File: src/rtl/exec_cc_unit_if.sv
// Execute-stage to M-register bundle: the E-stage/ALU inputs and control
// in one direction, and the CC, condition and M-register outputs in the other.
interface exec_cc_unit_if #(
    parameter int WIDTH = 64
);
    logic             e_valid;
    logic [3:0]       e_icode;
    logic [3:0]       e_ifun;
    logic [WIDTH-1:0] alu_result;
    logic             alu_overflow;
    logic [3:0]       e_dstE;
    logic             set_cc_allow;
    logic             m_stall;
    logic             m_bubble;

    logic [2:0]       cc;
    logic             e_cnd;
    logic [3:0]       e_dstE_out;
    logic             m_valid;
    logic [3:0]       m_icode;
    logic             m_cnd;
    logic [WIDTH-1:0] m_valE;
    logic [3:0]       m_dstE;

    modport master (
        output e_valid, e_icode, e_ifun, alu_result, alu_overflow, e_dstE,
               set_cc_allow, m_stall, m_bubble,
        input  cc, e_cnd, e_dstE_out, m_valid, m_icode, m_cnd, m_valE, m_dstE
    );

    modport slave (
        input  e_valid, e_icode, e_ifun, alu_result, alu_overflow, e_dstE,
               set_cc_allow, m_stall, m_bubble,
        output cc, e_cnd, e_dstE_out, m_valid, m_icode, m_cnd, m_valE, m_dstE
    );
endinterface

File: src/rtl/exec_cc_unit.sv
// Execute back end: flag derivation, CC register, jXX/cmov condition
// evaluation, cmov destination squash and the E->M pipeline register.
module exec_cc_unit #(
    parameter int         WIDTH = 64,
    parameter logic [3:0] RNONE = 4'hF,
    parameter logic [3:0] I_NOP = 4'h1
) (
    input  logic         clk,
    input  logic         reset,
    exec_cc_unit_if.slave bus
);
    localparam logic [3:0] I_CMOV = 4'h2;
    localparam logic [3:0] I_OPQ  = 4'h6;

    logic [2:0]       r_cc;
    logic             r_m_valid;
    logic [3:0]       r_m_icode;
    logic             r_m_cnd;
    logic [WIDTH-1:0] r_m_vale;
    logic [3:0]       r_m_dste;

    logic             w_new_zf;
    logic             w_new_sf;
    logic             w_new_of;
    logic             w_cc_we;
    logic             w_zf;
    logic             w_sf;
    logic             w_of;
    logic             w_cnd;
    logic [3:0]       w_dste_out;

    assign w_new_zf = (bus.alu_result == '0);
    assign w_new_sf = bus.alu_result[WIDTH-1];

    // Logical ops (andq/xorq) cannot overflow, so OF only follows the ALU on add/sub.
    always_comb begin
        w_new_of = 1'b0;
        if (bus.e_ifun == 4'd0 || bus.e_ifun == 4'd1) begin
            w_new_of = bus.alu_overflow;
        end
    end

    assign w_cc_we = bus.e_valid && (bus.e_icode == I_OPQ) && bus.set_cc_allow
                     && !bus.m_stall && !bus.m_bubble;

    assign {w_zf, w_sf, w_of} = r_cc;

    // Condition uses the registered flags, so an OPq followed directly by a
    // jXX/cmov sees the OPq result without any forwarding path.
    always_comb begin
        w_cnd = 1'b0;
        case (bus.e_ifun)
            4'd0: w_cnd = 1'b1;
            4'd1: w_cnd = (w_sf ^ w_of) | w_zf;
            4'd2: w_cnd = w_sf ^ w_of;
            4'd3: w_cnd = w_zf;
            4'd4: w_cnd = ~w_zf;
            4'd5: w_cnd = ~(w_sf ^ w_of);
            4'd6: w_cnd = ~(w_sf ^ w_of) & ~w_zf;
            default: w_cnd = 1'b0;
        endcase
        if (!bus.e_valid) begin
            w_cnd = 1'b0;
        end
    end

    always_comb begin
        w_dste_out = bus.e_dstE;
        if (bus.e_icode == I_CMOV && !w_cnd) begin
            w_dste_out = RNONE;
        end
    end

    always_ff @(posedge clk) begin
        if (reset) begin
            r_cc <= 3'b100;
        end else if (w_cc_we) begin
            r_cc <= {w_new_zf, w_new_sf, w_new_of};
        end
    end

    always_ff @(posedge clk) begin
        if (reset || bus.m_bubble) begin
            r_m_valid <= 1'b0;
            r_m_icode <= I_NOP;
            r_m_cnd   <= 1'b0;
            r_m_vale  <= '0;
            r_m_dste  <= RNONE;
        end else if (!bus.m_stall) begin
            r_m_valid <= bus.e_valid;
            r_m_icode <= bus.e_icode;
            r_m_cnd   <= w_cnd;
            r_m_vale  <= bus.alu_result;
            r_m_dste  <= w_dste_out;
        end
    end

    assign bus.cc         = r_cc;
    assign bus.e_cnd      = w_cnd;
    assign bus.e_dstE_out = w_dste_out;
    assign bus.m_valid    = r_m_valid;
    assign bus.m_icode    = r_m_icode;
    assign bus.m_cnd      = r_m_cnd;
    assign bus.m_valE     = r_m_vale;
    assign bus.m_dstE     = r_m_dste;
endmodule

File: src/flat_wrapper.sv
// flat-port wrapper written by rule: the top's interface ports become plain ports
module exec_cc_unit_flat 
#(
    parameter int         WIDTH = 64,
    parameter logic [3:0] RNONE = 4'hF,
    parameter logic [3:0] I_NOP = 4'h1
)
  (clk, reset, bus_e_valid, bus_e_icode, bus_e_ifun, bus_alu_result, bus_alu_overflow, bus_e_dstE, bus_set_cc_allow, bus_m_stall, bus_m_bubble, bus_cc, bus_e_cnd, bus_e_dstE_out, bus_m_valid, bus_m_icode, bus_m_cnd, bus_m_valE, bus_m_dstE);
  exec_cc_unit_if #(.WIDTH(WIDTH)) bus_i ();
  input  logic clk;
  input  logic reset;
  input wire logic [$bits(bus_i.e_valid)-1:0] bus_e_valid;
  input wire logic [$bits(bus_i.e_icode)-1:0] bus_e_icode;
  input wire logic [$bits(bus_i.e_ifun)-1:0] bus_e_ifun;
  input wire logic [$bits(bus_i.alu_result)-1:0] bus_alu_result;
  input wire logic [$bits(bus_i.alu_overflow)-1:0] bus_alu_overflow;
  input wire logic [$bits(bus_i.e_dstE)-1:0] bus_e_dstE;
  input wire logic [$bits(bus_i.set_cc_allow)-1:0] bus_set_cc_allow;
  input wire logic [$bits(bus_i.m_stall)-1:0] bus_m_stall;
  input wire logic [$bits(bus_i.m_bubble)-1:0] bus_m_bubble;
  output wire logic [$bits(bus_i.cc)-1:0] bus_cc;
  output wire logic [$bits(bus_i.e_cnd)-1:0] bus_e_cnd;
  output wire logic [$bits(bus_i.e_dstE_out)-1:0] bus_e_dstE_out;
  output wire logic [$bits(bus_i.m_valid)-1:0] bus_m_valid;
  output wire logic [$bits(bus_i.m_icode)-1:0] bus_m_icode;
  output wire logic [$bits(bus_i.m_cnd)-1:0] bus_m_cnd;
  output wire logic [$bits(bus_i.m_valE)-1:0] bus_m_valE;
  output wire logic [$bits(bus_i.m_dstE)-1:0] bus_m_dstE;
  assign bus_i.e_valid = bus_e_valid;
  assign bus_i.e_icode = bus_e_icode;
  assign bus_i.e_ifun = bus_e_ifun;
  assign bus_i.alu_result = bus_alu_result;
  assign bus_i.alu_overflow = bus_alu_overflow;
  assign bus_i.e_dstE = bus_e_dstE;
  assign bus_i.set_cc_allow = bus_set_cc_allow;
  assign bus_i.m_stall = bus_m_stall;
  assign bus_i.m_bubble = bus_m_bubble;
  assign bus_cc = bus_i.cc;
  assign bus_e_cnd = bus_i.e_cnd;
  assign bus_e_dstE_out = bus_i.e_dstE_out;
  assign bus_m_valid = bus_i.m_valid;
  assign bus_m_icode = bus_i.m_icode;
  assign bus_m_cnd = bus_i.m_cnd;
  assign bus_m_valE = bus_i.m_valE;
  assign bus_m_dstE = bus_i.m_dstE;
  exec_cc_unit #(.WIDTH(WIDTH), .RNONE(RNONE), .I_NOP(I_NOP)) u_core (.clk(clk), .reset(reset), .bus(bus_i));
endmodule
File: config.mk
export PLATFORM = sky130hd
export DESIGN_NAME = exec_cc_unit_flat
export DESIGN_NICKNAME = d
export VERILOG_FILES = /design/src/rtl/exec_cc_unit_if.sv /design/src/rtl/exec_cc_unit.sv /design/src/flat_wrapper.sv
export SDC_FILE = /design/constraint.sdc
export NUM_CORES = 1
export LEC_CHECK = 0
export BUFFER_PORTS_ARGS = -buffer_cell sky130_fd_sc_hd__buf_2
export CAP_MARGIN = 0
export CORE_UTILIZATION = 40
export DETAILED_ROUTE_END_ITERATION = 8
export HOLD_SLACK_MARGIN = 0.02
export PLACE_DENSITY = 0.74
export SLEW_MARGIN = 0
export SYNTH_ARGS = -nofsm -noshare
export SYNTH_HDL_FRONTEND = slang
export SYNTH_SLANG_ARGS = --single-unit
File: constraint.sdc
create_clock -name clk -period 1.45 [get_ports clk]
set_input_delay 0.145 -clock clk [delete_from_list [all_inputs] [get_ports clk]]
set_output_delay 0.145 -clock clk [all_outputs]
set_load 0.05 [all_outputs]
---- Word level (Yosys, flattened, before mapping) ----
Cells that the tools add are included.
cells by class
  div/mod/pow operators ................... 0
  reduce and logical (&&, ||, !) cells .... 12
  $add $sub $neg .......................... 0
  $mul .................................... 0
  mux-type cells .......................... 4
  bitwise operators ....................... 5
  equality and inequality tests ........... 8
  shifts and indexed selects .............. 0
  order comparisons ....................... 0
operators by type and width
  operator            count
  $logic_not 64->1    1
  $eq 4x3->1 const B  4
  $eq 4x2->1 const B  3
  $pmux 1 s7          1
  $logic_and 1x1->1   5
  $eq 4x1->1 const B  1
  $logic_not 4->1     1
  $mux 4              1
  $logic_not 1->1     3
  $logic_or 1x1->1    2
  $mux 1              2
  $not 1->1           2
  $and 1x1->1         1
  $or 1x1->1          1
  $xor 1x1->1         1
word-level totals
  memories kept ........................... 0
  input bits .............................. 83
  output and inout bits ................... 82
  bits in registers ....................... 77
  word-level logic and storage cells ...... 35
  RAM bits ................................ 0
  latch bits .............................. 0
  memory bits (read-only) ................. 0

---- Longest topological paths before layout ----
Gate-level depths: netlist of the first run.
  depth in word-level cells ............... 8
  depth in mapped cells ................... 6
  mapped depth without buffers ............ 5

---- Least setup slack after synthesis of the first run ----
OpenSTA, ideal clock, no wires.
  kind .................................... register to register
  start ................................... reg u_core.r_cc[1], in the netlist u_core.bus.cc[1]
  end ..................................... reg u_core.r_m_dste[0], in the netlist u_core.bus.m_dstE[0]
  data required time ...................... 1275 ps
  setup slack ............................. -793 ps
  setup time .............................. 175 ps
  clock period less this slack ............ 2243 ps
  path buffers ............................ 0
  cell stages (with the launch flop) ...... 6
  arrival ................................. 2068 ps
  cells stage by stage .................... dfxtp_1 > xnor2_1 > mux2i_1 > a2bb2oi_1 > nor2_1 > a211oi_1
on the way
  longest elaborated chain between the ends .. 8
  elaborated cells between the ends (all ways) .. 9
  classes of those cells .................. 3 x mux; 4 x bitwise; 2 x reduce/logical
RTL lines
  item                    RTL line                                source
  start, declared         exec_cc_unit.sv:15                      logic [2:0] r_cc;
  start signal, assigned  exec_cc_unit.sv:78                      r_cc <= {w_new_zf, w_new_sf, w_new_of};
  $xor 1x1->1 *           -
  $not 1->1               exec_cc_unit.sv:58, exec_cc_unit.sv:59
  $and 1x1->1             exec_cc_unit.sv:59                      4'd6: w_cnd = ~(w_sf ^ w_of) & ~w_zf;
  $pmux 1 s7 *            exec_cc_unit.sv:52                      case (bus.e_ifun)
  $mux 1 *                exec_cc_unit.sv:62                      if (!bus.e_valid) begin
  via bus_e_cnd           flat_wrapper.sv:22                      output wire logic [$bits(bus_i.e_cnd)-1:0] bus_e_cnd;
  $logic_not 1->1 *       exec_cc_unit.sv:69                      if (bus.e_icode == I_CMOV && !w_cnd) begin
  $logic_and 1x1->1 *     exec_cc_unit.sv:69
  $mux 4 *                exec_cc_unit.sv:69
  end signal, assigned    exec_cc_unit.sv:94                      r_m_dste <= w_dste_out;
  end, declared           exec_cc_unit.sv:20                      logic [3:0] r_m_dste;
Mark *: on every way through the listed nets, which the timed path passes. The rest lies on a longest branch.
A chain may end at the register's enable or synchronous reset.

---- Worst setup path after layout of the first run ----
  start ................................... reg u_core.r_cc[1], in the netlist u_core.bus.cc[1]
  end ..................................... out bus_e_dstE_out[2]
on the way
  longest elaborated chain between the ends .. 8
  elaborated cells between the ends (all ways) .. 9
  classes of those cells .................. 3 x mux; 4 x bitwise; 2 x reduce/logical
RTL lines
  item                 RTL line                                source
  $xor 1x1->1 *        -
  $not 1->1            exec_cc_unit.sv:58, exec_cc_unit.sv:59
  $and 1x1->1          exec_cc_unit.sv:59
  $pmux 1 s7 *         exec_cc_unit.sv:52
  $mux 1 *             exec_cc_unit.sv:62
  $logic_not 1->1 *    exec_cc_unit.sv:69
  $logic_and 1x1->1 *  exec_cc_unit.sv:69
  $mux 4 *             exec_cc_unit.sv:69
  end, declared        flat_wrapper.sv:23                      output wire logic [$bits(bus_i.e_dstE_out)-1:0] bus_e_dstE_out;
Mark *: on every way between the ends. The rest lies on a longest branch, timed or not.

==> flow_summary.ini, run 1 <==
[status]
status = complete, but fails checks
violations = setup timing

[sta]
max_freq_ghz = 0.533
slew_headroom = 0.637
finalHoldViolations = 0
slew_violations = 0
fin_worst_skew_ns = 0.00707
min_period_ns = 1.88
rsz0062_at_grt = yes
fin_ws_ns = -0.426
whs_ns = 0.0529
max_slew.worst_pin.slew_ns = 0.544
post-route-period-util = 1.29
finalSetupViolCount = 10

[placement]
place.gp.congestion = 0.752
dp_slack_ns = -0.158
placed_cells = 560
dpl.hpwl_um = 5910
portBuffers = 164

[die]
ios = 165
dieArea_sq_um = 7930
die_width_um = 89.0
start_util = 0.416
rows = 31
core_sq_um = 7290
die_h_um = 89.0

[global_routing]
grt_pass1_wl_um = 11800
track_usage = 0.198
antenna_found_initial = 0
grt_max_degree = 81
grt_pass1_vias = 2608
overflow = 0

[power]
seqPwrFrac = 0.502
clock_power_share = 0.307
ir_worst_vdd_v = 0.000563
leakage_uw = 0.00221
p_sw_frac = 0.299
power_frac_comb = 0.191
internal_power_uw = 3080
p_switching_uw = 1310
p_per_area_nw_per_um2 = 1010
total_power_uw = 4400

[worst_setup_path]
cp.arrival_ns = 1.73
required_ns = 1.31
timing.critical_path.buf_inv = 2
r2r-end = u_core.bus.m_dstE[0]
critPathLaunchType = flip-flop
path_max_fanout = 4
slowest_stage = dfxtp_4
cp_cell_sequence = xnor2_4, mux2i_2, a2bb2oi_2, o21ai_4, buf_12, nand2b_4, buf_6
critPathTopFamily = flip-flops
r2r_slack_ns = -0.17
critPathCaptureType = output pin
rr_startpoint = u_core.bus.cc[1]
critPathKind = flip-flop to output pin
r2r_cells = 8
cpPeakStageDelay_ns = 0.36

[synth]
netlist_area_sq_um = 3030
yosys.area.top_type = dfxtp_1
synthTopCellsByArea = dfxtp_1, mux2i_1, nor2_1, nor4_1, nand2b_1
syn_inst = 306
synth.avg_cell_area_sq_um = 9.90
yosysTopAreaCellShare = 0.509
yosys.cell_types.count = 29
ys_ff_latch = 77
synth_seq_area_share = 0.509
synth_nets = 389
yosys_warnings = 0

[clock_network]
clkTransAtPathRegs_ns = 0.08
clk_latency_ns = 0.33
htree_levels = 3
numCtsBuffers = 9
ctsRootBufferMaster = clkbuf_8
clockBufferDepth = 2
cts_tree = built
cts.sinks = 77

[final_layout]
instances_no_fill = 580
diodes = 0
nets = 560
drive_gt1_frac = 0.439
syn2layout_area_growth_pct = 43.8

[hold_path]
min_to = u_core.bus.m_valE[46]
hold_class = primary input to flip-flop
hold_path.startpoint = bus_alu_result[46]
hold_path_depth = 3

[detailed_routing]
drt_iter0_drc = 93
drt_wl_total_um = 8120
avgRoutedWirePerCell_um = 14.0
first_pass_iters = 4
viasPerCell = 4.84
ant_nets = 0
drc = 0
vias = 2809

[job]
drv_cap = 0
==> placed cells by master (no fill, tap or decap), types with 5 or more instances in the layout <==
cell type / count
buf_2: 158
dfxtp_1: 74
nor2_1: 73
mux2i_1: 69
nor4_1: 16
clkbuf_8: 9
buf_4: 9
buf_6: 7
nand2_1: 6
nand2b_4: 5
nor2b_1: 5
nor3_1: 5
==> synthesized netlist by cell type <==
cell,instances
dfxtp_1,77
nor4_1,16
inv_1,1
buf_2,6
xnor2_1,1
mux2i_1,70
nor2b_1,5
a2bb2o_1,1
nor3b_1,4
or4_1,1
a221o_1,1
or2_2,1
nand3b_1,1
a211oi_1,4
buf_1,3
nand4_1,4
o211ai_1,1
o21ai_0,1
a2bb2oi_1,1
nor3_1,5
a211o_1,1
nand2b_4,1
nor2_1,74
nand2_1,6
nand2b_1,7
buf_6,1
nor4b_1,1
clkbuf_1,9
a21oi_1,2
==> final cells by class <==
type / instances / area [sq um]
Clock buffer: 10 / 128
Clock inverter: 5 / 28.8
Fill cell: 678 / 2930
Inverter: 1 / 3.75
Multi-Input combinational cell: 209 / 1510
Sequential cell: 77 / 1550
Tap cell: 99 / 124
Timing Repair Buffer: 179 / 1010
==> metal layers <==
metal	wire (um)	global-route usage	vias up
met5	0	0	-
met4	116	0.0981	0
met3	385	0.0406	8
met2	4050	0.343	93
met1	3570	0.235	1305
li1	-	-	1403
==> worst max-delay path by stage <==
stage	depth (start not counted)	from	end	slack, ns
3_3_place_gp	6	u_core.bus.cc[0]	bus_e_dstE_out[0]	-0.10
5_1_grt	7	u_core.bus.cc[1]	bus_e_dstE_out[2]	-0.51
4_1_cts	7	u_core.bus.cc[1]	bus_e_dstE_out[3]	-0.43
3_5_place_dp	6	u_core.bus.cc[0]	bus_e_dstE_out[3]	-0.16
2_1_floorplan	5	u_core.bus.cc[0]	bus_e_dstE_out[0]	-0.08
6_report	7	u_core.bus.cc[1]	bus_e_dstE_out[2]	-0.43
==> logic make-up (layout without fill, tap and decap cells) <==
kind of cell | Yosys count | count (layout) | synth area share
xor gates and xnor gates | 1 | 1 | 0.00289
and+or+nand+nor | 126 | 126 | 0.198
muxes | 70 | 70 | 0.231
AOI/OAI and AO/OA | 12 | 12 | 0.0297
DFF | 77 | 77 | 0.509
buffers and inverters | 20 | 195 | 0.0297
==> tightest hold or removal path, stage by stage <==
cell	delay (ns)
buf_2	0.08
mux2i_1	0.06
nor2_1	0.07
==> stage by stage <==
step	area [sq um]	util	setup TNS [ns]
6_report	4360	0.598	-2.60
5_1_grt	4360	0.598	-3.29
4_1_cts	4340	0.595	-2.47
3_5_place_dp	4050	0.556	-1.02
3_3_place_gp	4050	0.556	-0.501
2_1_floorplan	3100	-	-0.547
==> power groups by stage <==
| stage | Combinational, uW | Sequential (uW) | Clock (uW) |
|---|---|---|---|
| floorplan | 296 | 2490 | 0 |
| global placement | 791 | 2250 | 0 |
| detailed placement | 803 | 2260 | 0 |
| CTS | 835 | 2210 | 1380 |
| global route | 892 | 2220 | 1480 |
| finish | 839 | 2210 | 1350 |
==> state kept, by name, indices dropped and copies added (netlist names) <==
signal              count
u_core.bus.m_valE      64
u_core.bus.m_dstE       4
u_core.bus.m_icode      4
u_core.bus.cc           3
u_core.bus.m_cnd        1
u_core.bus.m_valid      1
==> what timing repair did <==
action / CTS / global route
buffers inserted: 2 / 1
cloned: 0 / 0
hold endpoints to repair: 2 / 0
resized for setup: 20 / 3
setup endpoints to repair: 8 / 10
hold buffers: 2 / 0
pin swaps: 6 / 1
(Power assumes the default switching activity.)
==> run 2, diff against run 1 <==
--- a/config.mk
+++ b/config.mk
@@ -11,6 +11,7 @@
 export DETAILED_ROUTE_END_ITERATION = 8
 export HOLD_SLACK_MARGIN = 0.02
 export PLACE_DENSITY = 0.74
+export REMOVE_ABC_BUFFERS = 1
 export SLEW_MARGIN = 0
 export SYNTH_ARGS = -nofsm -noshare
 export SYNTH_HDL_FRONTEND = slang
==> flow_summary.ini, run 2 (synthesis gave the netlist of run 1 again) <==
[worst_setup_path]
cpPeakStageDelay_ns = 0.34
cp_cell_sequence = xnor2_2, mux2i_2, a2bb2oi_2, o21ai_2, buf_4, nand2b_1, buf_6
critPathKind = flip-flop to output pin
critPathCaptureType = output pin
critPathLaunchType = flip-flop
cp.arrival_ns = 1.74
slowest_stage = dfxtp_2
required_ns = 1.31
path_max_fanout = 3

[die]
die_width_um = 89.0
rows = 31
core_sq_um = 7290
ios = 165
dieArea_sq_um = 7930
start_util = 0.416
die_h_um = 89.0

[clock_network]
numCtsBuffers = 9
cts.sinks = 77
cts_tree = built
htree_levels = 3
ctsRootBufferMaster = clkbuf_8
clockBufferDepth = 2
clkTransAtPathRegs_ns = 0.07
clk_latency_ns = 0.33

[detailed_routing]
ant_nets = 0
vias = 2847
drt_iter0_drc = 41
drc = 0
avgRoutedWirePerCell_um = 13.0
drt_wl_total_um = 7630
first_pass_iters = 4
viasPerCell = 4.87

[final_layout]
diodes = 0
final_common_cell = buf_2
layout_common_cells = buf_2, dfxtp_1, nor2_1
syn2layout_area_growth_pct = 43.3
largest_register_ffs = 64
instances_no_fill = 585
design_area_sq_um = 4340
nets = 564
drive_gt1_frac = 0.436
fill_cells = 676

[placement]
placed_cells = 565
place_area_sq_um = 4020
place.gp.congestion = 0.739
dpl.hpwl_um = 5670
portBuffers = 164

[power]
ir_worst_vdd_v = 0.000580
leakage_uw = 0.00220
p_per_area_nw_per_um2 = 1060
internal_power_uw = 3310
seqPwrFrac = 0.482
p_sw_frac = 0.279
power_frac_comb = 0.178
total_power_uw = 4590
clock_power_share = 0.340
p_switching_uw = 1280

[sta]
whs_ns = 0.0414
min_period_ns = 1.89
max_slew.worst_pin.slew_ns = 0.461
slew_headroom = 0.693
fin_ws_ns = -0.435
fin_worst_skew_ns = 0.00719
max_freq_ghz = 0.530
finalHoldViolations = 0
finalSetupViolCount = 10
slew_violations = 0
post-route-period-util = 1.30
rsz0062_at_grt = yes

[status]
status = complete, but fails checks
violations = setup timing

[global_routing]
track_usage = 0.182
grt_pass1_vias = 2512
grt_max_degree = 45
overflow = 0
grt_pass1_wl_um = 11100
antenna_found_initial = 0

[job]
drv_cap = 0

[hold_path]
hold_class = primary input to flip-flop
[run 2: changes by cell type in the layout (fill, tap and decap cells not counted), sizes merged]
cell / change
dlygate4sd3: -1
clkinv: -3
buf: +5
clkbuf: +2
bufinv: +1
clkinvlp: +1
[run 2: per-layer routing]
| layer | wire length [um] | share of wire | GRT usage |
|---|---|---|---|
| met1 | 3330 | 0.44 | 0.216 |
| met2 | 3670 | 0.48 | 0.312 |
| met5 | 0 | 0 | 0 |
| met3 | 529 | 0.069 | 0.0508 |
| met4 | 100 | 0.013 | 0.0765 |
[run 2: worst paths after layout]
path | start | end | slack (ns) | cells after the start
setup / recovery | u_core.bus.cc[0] | bus_e_dstE_out[3] | -0.44 | 7
hold / removal | reset | u_core.bus.cc[2] | 0.04 | 2
setup reg to reg | u_core.bus.cc[1] | u_core.bus.m_cnd | -0.12 | 8
hold reg to reg | u_core.bus.m_valid | u_core.bus.m_valid | 0.48 | 2
[run 2: stage by stage]
stage | setup slack (ns) | TNS, ns | utilization
after floorplan | -0.793 | -6.54 | -
after global placement | -0.147 | -0.635 | 0.551
after detailed placement | -0.347 | -1.71 | 0.551
after CTS | -0.527 | -2.98 | 0.590
after global routing | -0.538 | -3.35 | 0.596
final | -0.435 | -2.43 | 0.596
[run 2: worst max-delay path, delay by kind of cell, from the launching register on]
kind                   cells  cell delay, ns
multiplexers               1            0.27
XOR/XNOR                   1            0.20
buffers and inverters      2            0.29
AND/OR/NAND/NOR            1            0.06
flip-flops                 1            0.34
AO/OA/AOI/OAI              2            0.25
[run 2: cell type report]
class                      instances  area, sq um  area share
sequential                        77         1540       0.356
multi-input combinational        209         1460       0.337
timing repair buffer             183         1020       0.234
inverter                           1         3.75    0.000864
clock inverter                     4         47.5      0.0109
tap                               99          124      0.0285
clock buffer                      12          145      0.0334
[run 2: power groups by stage]
stage	Clock (uW)	Combinational [uW]	Sequential [uW]
after floorplan	0	225	2500
after global routing	1710	874	2220
after global placement	0	774	2260
final	1560	816	2210
after detailed placement	0	784	2260
after CTS	1620	813	2210
[run 2: repair_timing]
action / CTS / global route
resized for setup: 20 / 7
hold buffers: 1 / 0
setup endpoints to repair: 10 / 10
buffers inserted: 2 / 1
endpoints found under the hold margin: 2 / 0
pin swaps: 4 / 3
==> run 3, diff against run 2 <==
--- a/config.mk
+++ b/config.mk
@@ -7,11 +7,12 @@
 export LEC_CHECK = 0
 export BUFFER_PORTS_ARGS = -buffer_cell sky130_fd_sc_hd__buf_2
 export CAP_MARGIN = 0
-export CORE_UTILIZATION = 40
+export CORE_UTILIZATION = 48
 export DETAILED_ROUTE_END_ITERATION = 8
 export HOLD_SLACK_MARGIN = 0.02
-export PLACE_DENSITY = 0.74
+export PLACE_DENSITY = 0.83
 export REMOVE_ABC_BUFFERS = 1
+export SETUP_SLACK_MARGIN = 0.5
 export SLEW_MARGIN = 0
 export SYNTH_ARGS = -nofsm -noshare
 export SYNTH_HDL_FRONTEND = slang
==> constraint.sdc (replaced) <==
create_clock -name clk -period 2.4 [get_ports clk]
set_input_delay 0.24 -clock clk [delete_from_list [all_inputs] [get_ports clk]]
set_output_delay 0.24 -clock clk [all_outputs]
set_load 0.05 [all_outputs]
==> flow_summary.ini, run 3 (synthesis gave the netlist of run 1 again) <==
[worst_setup_path]
critPathLaunchType = flip-flop
cp_cell_sequence = xnor2_2, mux2i_1, a2bb2oi_2, o21ai_2, nand2b_1, buf_6
critPathKind = flip-flop to output pin
critPathTopFamily = flip-flops
slowest_stage = dfxtp_2
required_ns = 2.16
timing.critical_path.buf_inv = 1
critPathCaptureType = output pin
cpPeakStageDelay_ns = 0.34
path_max_fanout = 4
cp.arrival_ns = 1.64

[global_routing]
antenna_found_initial = 0
grt_pass1_wl_um = 11400
grt_max_degree = 81
overflow = 0
grt_pass1_vias = 2552
track_usage = 0.225

[detailed_routing]
drc = 0
viasPerCell = 5.09
drt_wl_total_um = 7460
ant_nets = 0
first_pass_iters = 4
drt_iter0_drc = 106
avgRoutedWirePerCell_um = 13.7
vias = 2774

[die]
rows = 28
start_util = 0.506
die_h_um = 81.5
die_width_um = 81.5
dieArea_sq_um = 6630
core_sq_um = 5990
ios = 165

[final_layout]
syn2layout_area_growth_pct = 35.8
layout_common_cells = buf_2, dfxtp_1, nor2_1
nets = 548
design_area_sq_um = 4120
diodes = 0
final_common_cell = buf_2
drive_gt1_frac = 0.402
largest_register_ffs = 64

[placement]
place.gp.congestion = 0.840
place_area_sq_um = 3890
portBuffers = 164
dpl.hpwl_um = 5500

[sta]
finalHoldViolations = 0
slew_headroom = 0.460
max_slew.worst_pin.slew_ns = 0.810
post-route-period-util = 0.782
slew_violations = 0
finalSetupTns_ns = 0
fin_worst_skew_ns = 0.00750
min_period_ns = 1.88
rsz0062_at_grt = yes
max_freq_ghz = 0.533
finalSetupViolCount = 0

[power]
leakage_uw = 0.00211
p_per_area_nw_per_um2 = 650
ir_worst_vdd_v = 0.000468

[status]
status = completed

[job]
drv_cap = 0

[clock_network]
numCtsBuffers = 9
htree_levels = 3
clockBufferDepth = 2
clkTransAtPathRegs_ns = 0.07
cts_tree = built
cts.sinks = 77
clk_latency_ns = 0.33
ctsRootBufferMaster = clkbuf_8

[hold_path]
hold_class = primary input to flip-flop
[run 3: cell count changes in the layout (fill, tap and decap cells not counted), moves of 2 or more]
cell      change
a211oi_1      +4
a211oi_2      -4
buf_4        -13
buf_6         -2
[run 3: cell type report]
| type | count | area [sq um] |
|---|---|---|
| clock buffers | 12 | 145 |
| repair buffers | 167 | 886 |
| multi-input cells | 209 | 1420 |
| fillers | 491 | 1880 |
| flip-flops and latches | 77 | 1540 |
| clock inverters | 4 | 23.8 |
| inverters | 1 | 3.75 |
| well taps | 75 | 93.8 |
[run 3: worst paths after layout]
kind | cells after the start | endpoint | start | slack (ns)
worst max-delay path | 6 | bus_e_dstE_out[0] | u_core.bus.cc[0] | 0.52
worst min-delay path | 2 | u_core.bus.cc[0] | reset | 0.11
worst max register to register | 5 | u_core.bus.m_dstE[1] | u_core.bus.cc[0] | 1.10
worst min register to register | 1 | u_core.bus.m_icode[0] | u_core.bus.m_icode[0] | 0.47
[run 3: routing by layer]
layer	global-route usage	vias to the layer above	wire length, um
li1	-	1387	-
met1	0.256	1269	3090
met2	0.395	103	3740
met3	0.0456	15	466
met4	0.114	0	166
met5	0	-	0
[run 3: per-stage QoR]
step	total power [uW]	cells	utilization	hold slack [ns]	setup WS [ns]
3_3_place_gp	1820	528	0.649	0.445	0.595
4_1_cts	2690	545	0.687	0.105	0.477
6_report	2670	545	0.687	0.115	0.522
5_1_grt	2770	545	0.687	0.103	0.396
3_5_place_dp	1830	528	0.649	0.453	0.557
2_1_floorplan	1650	287	-	0.312	0.157
[run 3: what timing repair did]
item	CTS	global route
setup buffers	1	0
endpoints found under the setup margin	5	5
hold buffers	0	0
gates resized for setup	16	0
pin swaps	1	1
[run 3: where the power goes]
group | total, uW | internal (uW) | switching (uW)
Clock | 863 | 402 | 461
Sequential | 1340 | 1320 | 19.2
Combinational | 473 | 163 | 311
[run 3: worst reg2reg max path, stage by stage, from the launching register on]
cell and delay, ns:
dfxtp_2 0.34, xnor2_2 0.18, mux2i_1 0.24, a2bb2oi_2 0.09
nor2_2 0.22, a211oi_1 0.12
